[src/rtl/doc_hw_mbox_pkg.sv]
// doc_hw_mbox_pkg: SDM mailbox response header layout, sensor command codes and parser states
package doc_hw_mbox_pkg;
  localparam int ID_LSB  = 24;
  localparam int ID_MSB  = 27;
  localparam int LEN_LSB = 12;
  localparam int LEN_MSB = 22;
  localparam int ERR_LSB = 0;
  localparam int ERR_MSB = 10;
  localparam int LEN_W   = LEN_MSB - LEN_LSB + 1;
  localparam int ERR_W   = ERR_MSB - ERR_LSB + 1;
  localparam logic [10:0] CMD_GET_VOLTAGE     = 11'h018;
  localparam logic [10:0] CMD_GET_TEMPERATURE = 11'h019;
  typedef enum logic [1:0] {IDLE, DATA, DRAIN} rsp_state_e;
endpackage

[src/rtl/mbox_result_bank.sv]
// mbox_result_bank: per-ID result words, valid/err bitmaps with commit-over-clear priority, registered read port
module mbox_result_bank #(
  parameter int DATA_WIDTH = 32,
  parameter int ID_WIDTH   = 4
) (
  input  logic                     clk_i,
  input  logic                     rst_i,
  input  logic                     we_i,
  input  logic [ID_WIDTH-1:0]      wid_i,
  input  logic [DATA_WIDTH-1:0]    wdata_i,
  input  logic                     werr_i,
  input  logic                     clear_i,
  input  logic [ID_WIDTH-1:0]      rd_addr_i,
  output logic [DATA_WIDTH-1:0]    rd_data_o,
  output logic [2**ID_WIDTH-1:0]   slot_valid_o,
  output logic [2**ID_WIDTH-1:0]   slot_err_o
);
  logic [DATA_WIDTH-1:0] mem [2**ID_WIDTH];
  always_ff @(posedge clk_i or posedge rst_i) begin
    if (rst_i) begin
      mem          <= '{default: '0};
      rd_data_o    <= '0;
      slot_valid_o <= '0;
      slot_err_o   <= '0;
    end else begin
      rd_data_o <= mem[rd_addr_i];
      if (clear_i) begin
        slot_valid_o <= '0;
        slot_err_o   <= '0;
      end
      if (we_i) begin
        mem[wid_i]          <= wdata_i;
        slot_valid_o[wid_i] <= 1'b1;
        slot_err_o[wid_i]   <= werr_i;
      end
    end
  end
endmodule

[src/rtl/mbox_response_parser.sv]
// mbox_response_parser: parses SDM mailbox sensor responses into a per-ID result bank
// Define DOC_RSP_TIMEOUT_EN to add the inter-beat watchdog and its timeout_o pulse.
module mbox_response_parser
  import doc_hw_mbox_pkg::*;
#(
  parameter int DATA_WIDTH     = 32,
  parameter int ID_WIDTH       = 4,
  parameter int ERRCNT_WIDTH   = 8
`ifdef DOC_RSP_TIMEOUT_EN
  , parameter int TIMEOUT_CYCLES = 1024
`endif
) (
  input  logic                     clk_i,
  input  logic                     rst_i,
  input  logic                     rsp_valid_i,
  output logic                     rsp_ready_o,
  input  logic [DATA_WIDTH-1:0]    rsp_data_i,
  input  logic                     rsp_sop_i,
  input  logic                     rsp_eop_i,
  input  logic                     clear_i,
  input  logic [ID_WIDTH-1:0]      rd_addr_i,
  output logic [DATA_WIDTH-1:0]    rd_data_o,
  output logic [2**ID_WIDTH-1:0]   slot_valid_o,
  output logic [2**ID_WIDTH-1:0]   slot_err_o,
`ifdef DOC_RSP_TIMEOUT_EN
  output logic                     timeout_o,
`endif
  output logic                     upd_o,
  output logic [ID_WIDTH-1:0]      upd_id_o,
  output logic [DATA_WIDTH-1:0]    upd_data_o,
  output logic [ERRCNT_WIDTH-1:0]  proto_err_cnt_o
);
  rsp_state_e state_q, state_d;
  logic [ID_WIDTH-1:0] id_q, id_d, cid, hid;
  logic [LEN_W-1:0] len_q, len_d, rem_q, rem_d, hlen;
  logic [ERR_W-1:0] err_q, err_d, herr;
  logic [DATA_WIDTH-1:0] data_q, data_d, cdata;
  logic acc, commit, cerr;
  logic [1:0] inc;
  logic [ERRCNT_WIDTH:0] err_sum;
  assign acc     = rsp_valid_i & rsp_ready_o;
  assign hid     = rsp_data_i[ID_LSB +: ID_WIDTH];
  assign hlen    = rsp_data_i[LEN_MSB:LEN_LSB];
  assign herr    = rsp_data_i[ERR_MSB:ERR_LSB];
  assign err_sum = {1'b0, proto_err_cnt_o} + {{(ERRCNT_WIDTH-1){1'b0}}, inc};
`ifdef DOC_RSP_TIMEOUT_EN
  localparam int WDW = $clog2(TIMEOUT_CYCLES + 1);
  logic [WDW-1:0] wd_q;
  logic wd_hit;
  assign wd_hit = (state_q != IDLE) && !acc && (wd_q == WDW'(TIMEOUT_CYCLES - 1));
  always_ff @(posedge clk_i or posedge rst_i) begin
    if (rst_i) begin
      wd_q      <= '0;
      timeout_o <= 1'b0;
    end else begin
      wd_q      <= (state_q == IDLE || acc || wd_hit) ? '0 : wd_q + 1'b1;
      timeout_o <= wd_hit;
    end
  end
`endif
  // A sop beat always restarts header parsing, whatever state it interrupts.
  always_comb begin
    state_d = state_q;
    id_d    = id_q;
    len_d   = len_q;
    err_d   = err_q;
    rem_d   = rem_q;
    data_d  = data_q;
    commit  = 1'b0;
    cid     = id_q;
    cdata   = data_q;
    cerr    = err_q != '0;
    inc     = 2'd0;
    if (acc) begin
      if (rsp_sop_i) begin
        inc   = {1'b0, state_q != IDLE};
        id_d  = hid;
        len_d = hlen;
        err_d = herr;
        rem_d = hlen;
        state_d = rsp_eop_i ? IDLE : DATA;
        if (rsp_eop_i && hlen == '0 && herr != '0) begin
          commit = 1'b1;
          cid    = hid;
          cdata  = '0;
          cerr   = 1'b1;
        end else if (rsp_eop_i) begin
          inc = inc + 2'd1;
        end
      end else if (state_q == IDLE) begin
        inc     = 2'd1;
        state_d = rsp_eop_i ? IDLE : DRAIN;
      end else if (state_q == DATA) begin
        rem_d  = rem_q - 1'b1;
        data_d = (rem_q == len_q) ? rsp_data_i : data_q;
        cdata  = data_d;
        commit = rsp_eop_i && rem_q == 1;
        inc    = {1'b0, rsp_eop_i ? rem_q != 1 : rem_q <= 1};
        state_d = rsp_eop_i ? IDLE : (rem_q <= 1 ? DRAIN : DATA);
      end else begin
        state_d = rsp_eop_i ? IDLE : DRAIN;
      end
    end
`ifdef DOC_RSP_TIMEOUT_EN
    else if (wd_hit) begin
      state_d = IDLE;
      inc     = 2'd1;
    end
`endif
  end
  always_ff @(posedge clk_i or posedge rst_i) begin
    if (rst_i) begin
      state_q         <= IDLE;
      id_q            <= '0;
      len_q           <= '0;
      err_q           <= '0;
      rem_q           <= '0;
      data_q          <= '0;
      rsp_ready_o     <= 1'b0;
      upd_o           <= 1'b0;
      upd_id_o        <= '0;
      upd_data_o      <= '0;
      proto_err_cnt_o <= '0;
    end else begin
      state_q         <= state_d;
      id_q            <= id_d;
      len_q           <= len_d;
      err_q           <= err_d;
      rem_q           <= rem_d;
      data_q          <= data_d;
      rsp_ready_o     <= 1'b1;
      upd_o           <= commit;
      upd_id_o        <= commit ? cid : upd_id_o;
      upd_data_o      <= commit ? cdata : upd_data_o;
      proto_err_cnt_o <= err_sum[ERRCNT_WIDTH] ? '1 : err_sum[ERRCNT_WIDTH-1:0];
    end
  end
  mbox_result_bank #(.DATA_WIDTH(DATA_WIDTH), .ID_WIDTH(ID_WIDTH)) u_bank (
    .clk_i       (clk_i),
    .rst_i       (rst_i),
    .we_i        (commit),
    .wid_i       (cid),
    .wdata_i     (cdata),
    .werr_i      (cerr),
    .clear_i     (clear_i),
    .rd_addr_i   (rd_addr_i),
    .rd_data_o   (rd_data_o),
    .slot_valid_o(slot_valid_o),
    .slot_err_o  (slot_err_o)
  );
endmodule

[config.mk]
export PLATFORM = sky130hd
export DESIGN_NAME = mbox_response_parser
export DESIGN_NICKNAME = d
export VERILOG_FILES = /design/src/rtl/doc_hw_mbox_pkg.sv /design/src/rtl/mbox_result_bank.sv /design/src/rtl/mbox_response_parser.sv
export SDC_FILE = /design/constraint.sdc
export NUM_CORES = 2
export LEC_CHECK = 0
export BUFFER_PORTS_ARGS = -buffer_cell sky130_fd_sc_hd__buf_4
export CAP_MARGIN = 20
export CORE_ASPECT_RATIO = 1.25
export CORE_MARGIN = 4
export CORE_UTILIZATION = 56
export DETAILED_ROUTE_END_ITERATION = 8
export GPL_TIMING_DRIVEN = 0
export PLACE_DENSITY = 0.79
export SYNTH_ARGS = -nofsm -noshare
export SYNTH_HDL_FRONTEND = slang
export SYNTH_HIERARCHICAL = 1
export SYNTH_SLANG_ARGS = --single-unit
[constraint.sdc]
create_clock -name clk_i -period 18 [get_ports clk_i]
set_input_delay 1.8 -clock clk_i [delete_from_list [all_inputs] [get_ports clk_i]]
set_output_delay 1.8 -clock clk_i [all_outputs]
set_load 0.02 [all_outputs]
### Word-level counts from Yosys, hierarchy flattened

Index checks and enable logic that the tools add are counted.

| word-level totals | value |
|---|---|
| input bits | 42 |
| output and inout port bits | 110 |
| register bits after elaboration | 693 |
| word-level logic and storage cells | 111 |

| operators by class | value |
|---|---|
| order comparisons | 6 |
| bitwise logic cells | 5 |
| add/subtract/negate cells | 3 |
| reduce and logical (&&, ||, !) cells | 14 |
| equal/unequal tests | 5 |
| multiplexer cells | 48 |

Operator list:

| cell | count |
|---|---|
| $bwmux W512 | 1 |
| $mux W32 | 9 |
| $bmux W32 S4 | 1 |
| $demux W32 S4 | 1 |
| $mux W16 | 4 |
| $mux W11 | 3 |
| $reduce_bool A11 Y1 | 2 |
| $mux W2 | 10 |
| $bwmux W16 | 1 |
| $or A16 B16 Y16 | 1 |
| $mux W1 | 13 |
| $mux W4 | 3 |
| $eq A11 B1 Y1 const B | 1 |
| $eq A11 B11 Y1 | 1 |
| $le A11 B1 Y1 const B | 1 |
| $logic_not A11 Y1 | 1 |
| $ne A11 B1 Y1 const B | 1 |
| $sub A11 B1 Y11 const B | 1 |
| $ge A5 B5 Y1 const B | 2 |
| $not A4 Y5 | 2 |
| $add A8 B2 Y9 | 1 |
| $mux W8 | 1 |
| $logic_and A1 B1 Y1 | 5 |
| $lt A4 B5 Y1 const B | 1 |
| other kinds (12) | 14 |

### Logic depth before layout (Yosys ltp)

| logic depth | value |
|---|---|
| word-level depth | 12 |
| gate-level depth with buffers | 13 |
| gate-level depth less buffers | 13 |

### Hierarchy

Netlist, hierarchy kept.

Modules (own cells, without submodules):

| module | cells each | area each (um^2) | instances | seq. area each (um^2) |
|---|---|---|---|---|
| mbox_result_bank | 1530 | 25007.7 | 1 | 14413.8 |
| mbox_response_parser | 638 | 5997.0 | 1 | 2927.8 |

### Worst setup path before layout

Ideal clock, no wire load.

| timing path | value |
|---|---|
| path kind | input to register |
| start | input port rsp_data_i[20] |
| end | register u_bank/mem[295] (netlist bit) |
| data required time | 17.875 ns |
| path buffers | 2 |
| setup slack | 13.580 ns |
| arrival time | 4.295 ns |
| stages on the path | 9 |
| library setup time | 0.125 ns |
| cells stage by stage | nor4b_1 -> nand3_1 -> nor3_2 -> clkbuf_1 -> o21ai_0 -> nand2b_1 -> nor2_1 -> buf_2 -> mux2_2 |

| between the ends | value |
|---|---|
| longest elaborated chain between the ends | 12 |
| elaborated cells on any way between the ends | 19 |
| those cells by class | order compare: 2; mux: 12; bitwise: 1; reduce/logical: 4 |

RTL lines:

| element | line | RTL |
|---|---|---|
| start: declaration | mbox_response_parser.sv:17 | `input logic [DATA_WIDTH-1:0] rsp_data_i,` |
| $logic_not A11 Y1 (*) | mbox_response_parser.sv:82 | `if (rsp_eop_i && hlen == '0 && herr != '0) begin` |
| $logic_and A1 B1 Y1 (*) (2 in a row) | mbox_response_parser.sv:82 |  |
| $mux W4 (*) | mbox_response_parser.sv:82 |  |
| $mux W4 (*) | mbox_response_parser.sv:75 | `if (rsp_sop_i) begin` |
| $mux W4 (*) | mbox_response_parser.sv:74 | `if (acc) begin` |
| named net cid[3] | mbox_response_parser.sv:34 | `logic [ID_WIDTH-1:0] id_q, id_d, cid, hid;` |
| $not A4 Y5 (not written as such) (*) | mbox_result_bank.sv:32 | `mem[wid_i] <= wdata_i;` |
| $ge A5 B5 Y1 (not written as such) / $lt A5 B1 Y1 (equally long branches) | mbox_result_bank.sv:32 |  |
| $logic_and A1 B1 Y1 (not written as such) | mbox_result_bank.sv:32 |  |
| $mux W32 (not written as such) | mbox_result_bank.sv:32 |  |
| $demux W32 S4 (*) | mbox_result_bank.sv:32 |  |
| $bwmux W512 (*) | mbox_result_bank.sv:32 |  |
| end signal: indexed assignment | mbox_result_bank.sv:32 |  |
| end: declaration | mbox_result_bank.sv:18 | `logic [DATA_WIDTH-1:0] mem [2**ID_WIDTH];` |

Mark *: on every way through the listed nets, which the timed path passes. The rest lies on a longest branch.
A chain may end at the register's enable or synchronous reset.

### Worst setup path after layout

| timing path | value |
|---|---|
| start | input port rsp_data_i[20] |
| end | register u_bank/mem[311] (netlist bit) |

The elaborated chain is that of the path after synthesis.

==> impl_metrics.env <==
export IMPL_outcome="finished, final reports clean"
export IMPL_critPathRequiredTime_ns=18.48
export IMPL_syn_area_per_cell_um2=14.3
export IMPL_worstPathCellList="buf_4, nor4b_1, nand3_1, nor3_2, clkbuf_1, o21ai_0, nand2b_1, nor2_1, buf_2, mux2_2"
export IMPL_synth_edff_count=0
export IMPL_fmaxAchievable_mhz=190
export IMPL_fraction_of_layout_instances_using_a_drive_strength_above_1=0.430
export IMPL_unrepaired_setup_endpoints_after_global_routing="false"
export IMPL_finish_cell_count_without_fillers=3177
export IMPL_critical_path_launch_point_type="primary input"
export IMPL_placementRows=96
export IMPL_timing_final_max_slew_violations=0
export IMPL_clock_skew_final_ns=0.0174
export IMPL_ant_nets=0
export IMPL_drt_vias_per_instance=6.28
export IMPL_groute_layer_met1_usage=0.359
export IMPL_area_of_combinational_cells_with_multiple_inputs_um2=12700
export IMPL_die_width_um=218
export IMPL_gr_total_overflow=0
export IMPL_routabilityCongestion=0.876
export IMPL_global_route_usage_total=0.278
export IMPL_cell_count_after_synthesis=2168
export IMPL_antenna_found_initial=1
export IMPL_register_area_um2=17300
export IMPL_rr_startpoint="rsp_ready_o"
export IMPL_hold_path_depth=2
export IMPL_ys_seq_area_frac=0.559
export IMPL_maximum_number_of_pins_on_one_net_before_global_route_repair=143
export IMPL_die_height_um=271
export IMPL_area_growth_pct=14.5
export IMPL_dominantRegCellSynth="dfrtp_1"
export IMPL_hold_path_endpoint="err_q[7]"
export IMPL_yosysUniqueCellTypes=64
export IMPL_post_cts_buffers=0
export IMPL_worst_ir_drop_vdd_v=0.0000907
export IMPL_mappedNetlistArea_um2=31000
export IMPL_first_pass_iters=5
export IMPL_cts_hold_buffers=0
export IMPL_final_core_util=0.647
export IMPL_tritoncts_clock_tree="yes"
export IMPL_crit_path_class="primary input to register"
export IMPL_port_buffers=149
export IMPL_detail_route_iter0_violations=1730
export IMPL_design_die_area_um2=59200
export IMPL_max_stage_delay_ns=0.62
export IMPL_synth_nets=2216
export IMPL_ios=152
export IMPL_power_static_leakage_nw=17.8
export IMPL_cts_repair_resize_count=0
export IMPL_detail_route_drc_violations=0
export IMPL_critPathSlowestCell="nor2_1"
export IMPL_critical_path_endpoint_type="register"
export IMPL_hold_path_class="register to register"
export IMPL_global_route_wire_length_before_repair_um=127000
export IMPL_numPlacedInstances=3057
export IMPL_pwr_density_cell_nw_per_um2=92.0
export IMPL_grt_util_met3=0.0418
export IMPL_worst_slew_pin_transition_ns=1.09
export IMPL_slew_limit_headroom=0.264
export IMPL_synth_async_reset_ratio=1.00
export IMPL_timing_final_crit_share=0.292
export IMPL_insertion_delay_ns=0.60
export IMPL_fin_total_pwr_mw=3.27
export IMPL_fp_coreArea_um2=54900
export IMPL_vias=19900
export IMPL_cts_inserted_buffers=68
export IMPL_timing_hold_worst_start="err_q[7]"
export IMPL_grt_met2_usage=0.471
export IMPL_cts_htree_levels=3
export IMPL_wirelength_um=81400
export IMPL_clk_path_buf_depth=3
export IMPL_final_hold_violation_count=0
export IMPL_setup_slack_ns=12.74
export IMPL_max_cap_violations=0
export IMPL_worst_setup_hold_path_clk_slew_ns=0.06
export IMPL_cp_max_fo=10
export IMPL_synth_warning_count=6
export IMPL_worstReg2RegEnd="u_bank/mem[311]"
export IMPL_period_minus_slack_ns=5.26
export IMPL_vias_in_the_first_global_route=21300
export IMPL_clock_sinks=693
export IMPL_worst_ep_arrival_time_ns=5.73
export IMPL_ys_seq_elements=693
export IMPL_dp_worst_setup_slack_ns=12.34
export IMPL_route_detailed_wl_per_inst_um=25.6
export IMPL_clock_tree_root_cell="clkbuf_16"
export IMPL_r2r_worst_path_cells=8
export IMPL_start_util=0.565
export IMPL_grt_most_used_layer="met2"
export IMPL_dp_hpwl_um=55500
export IMPL_filler_cells=3868
export IMPL_finalSetupViolCount=0
export IMPL_layout_nets=2440
export IMPL_ff2ff_setup_slack_ns=14.04
==> through the flow <==
stage | setup TNS [ns] | area, um2 | hold slack, ns
2_1_floorplan | 0 | 31000 | 0.446
3_3_place_gp | -2571.37 | 33000 | 0.462
3_5_place_dp | 0 | 33200 | 0.471
4_1_cts | 0 | 35500 | 0.485
5_1_grt | 0 | 35500 | 0.487
6_report | 0 | 35500 | 0.481
==> critical path: cells and delay by family <==
family / cells / cell delay [ns]
simple gates: 5 / 2.10
buf+inv: 3 / 0.97
compound gates: 1 / 0.46
mux: 1 / 0.39
==> registers in the layout (all words and copies together), names as in the netlist <==
name / flops
u_bank/mem: 512
data_q: 32
u_bank/rd_data_o: 32
upd_data_o: 32
u_bank/slot_err_o: 16
u_bank/slot_valid_o: 16
err_q: 11
len_q: 11
rem_q: 11
proto_err_cnt_o: 8
id_q: 4
upd_id_o: 4
state_q: 2
rsp_ready_o: 1
upd_o: 1
==> cells in the mapped netlist, types with 3 or more instances <==
| master | n | area share |
|---|---|---|
| dfrtp_1 | 693 | 0.56 |
| mux2_2 | 497 | 0.18 |
| nand2_1 | 157 | 0.019 |
| mux4_2 | 128 | 0.093 |
| nand3_1 | 84 | 0.014 |
| clkbuf_1 | 76 | 0.0092 |
| buf_2 | 73 | 0.012 |
| a22oi_1 | 64 | 0.015 |
| o21ai_0 | 52 | 0.0084 |
| inv_1 | 47 | 0.0057 |
| a22o_1 | 33 | 0.0093 |
| mux2_4 | 29 | 0.014 |
| nor2_1 | 20 | 0.0024 |
| o211ai_2 | 20 | 0.0081 |
| nor2b_1 | 18 | 0.0036 |
| xnor2_1 | 12 | 0.0034 |
| a21o_1 | 11 | 0.0027 |
| o211ai_1 | 11 | 0.0027 |
| buf_4 | 10 | 0.0024 |
| mux2i_1 | 10 | 0.0032 |
| a21oi_1 | 9 | 0.0015 |
| mux2_1 | 9 | 0.0033 |
| buf_6 | 8 | 0.0029 |
| nor2_2 | 8 | 0.0016 |
| nor4_1 | 8 | 0.0016 |
| and3_1 | 7 | 0.0014 |
| nand4_1 | 7 | 0.0014 |
| nor3_1 | 7 | 0.0011 |
| nand2b_1 | 6 | 0.0012 |
| buf_1 | 5 | 0.00061 |
| ha_1 | 5 | 0.0020 |
| nand4b_1 | 3 | 0.00085 |
| xor2_1 | 3 | 0.00085 |
==> kinds of logic after synthesis <==
group | Yosys count | share of synthesized area
xor+xnor | 15 | 0.00424
buf+inv | 219 | 0.0326
flops | 693 | 0.559
simple gates | 351 | 0.0562
other cells | 1 | 0.000121
mux | 673 | 0.294
fa+ha+maj | 6 | 0.00266
compound gates | 210 | 0.0508
==> worst max path at each step <==
| stage | startpoint | slack, ns | endpoint |
|---|---|---|---|
| after floorplan | rst_i | 0.09 | u_bank/mem[0] |
| after global placement | rst_i | -4.56 | u_bank/rd_data_o[22] |
| after detailed placement | rsp_data_i[20] | 12.34 | u_bank/mem[312] |
| after CTS | rsp_data_i[20] | 12.89 | u_bank/mem[311] |
| after global routing | rsp_data_i[20] | 12.64 | u_bank/mem[307] |
| final | rsp_data_i[20] | 12.74 | u_bank/mem[311] |
==> layout make-up <==
class	count	share of cell area
Antenna cell	1	0.0000705
Buffer	172	0.0235
Tap cell	735	0.0259
Clock buffer	99	0.0579
Clock inverter	20	0.00722
Inverter	47	0.00525
Timing Repair Buffer	154	0.0354
Multi-Input combinational cell	1256	0.356
Sequential cell	693	0.488
==> routing by layer <==
layer | up-vias | share of wire | wire length [um]
li1 | 8373 | - | -
met1 | 10600 | 0.38 | 31300
met2 | 812 | 0.51 | 41500
met3 | 208 | 0.063 | 5130
met4 | 2 | 0.043 | 3510
met5 | - | 0.00016 | 13
==> layout by cell type, fill, tap and decap left out, types with 8 or more instances in the layout <==
master	Yosys	final
dfrtp_1	693	693
mux2_2	497	497
buf_4	10	159
nand2_1	157	157
mux4_2	128	128
clkbuf_1	76	89
nand3_1	84	84
buf_2	73	73
clkbuf_16	0	73
a22oi_1	64	64
o21ai_0	52	52
inv_1	47	45
a22o_1	33	33
mux2_4	29	29
nor2_1	20	20
o211ai_2	20	20
nor2b_1	18	18
clkbuf_8	0	13
xnor2_1	12	12
clkinv_2	0	12
o211ai_1	11	11
a21o_1	11	11
mux2i_1	10	10
a21oi_1	9	9
mux2_1	9	9
nor4_1	8	8
buf_6	8	8
nor2_2	8	8
==> power breakdown <==
group / internal [mW] / switching, mW
clock: 0.878 / 0.596
combinational: 0.0616 / 0.126
sequential: 1.58 / 0.0230
total: 2.52 / 0.746
Note: power is estimated with default switching activity, not from simulation.
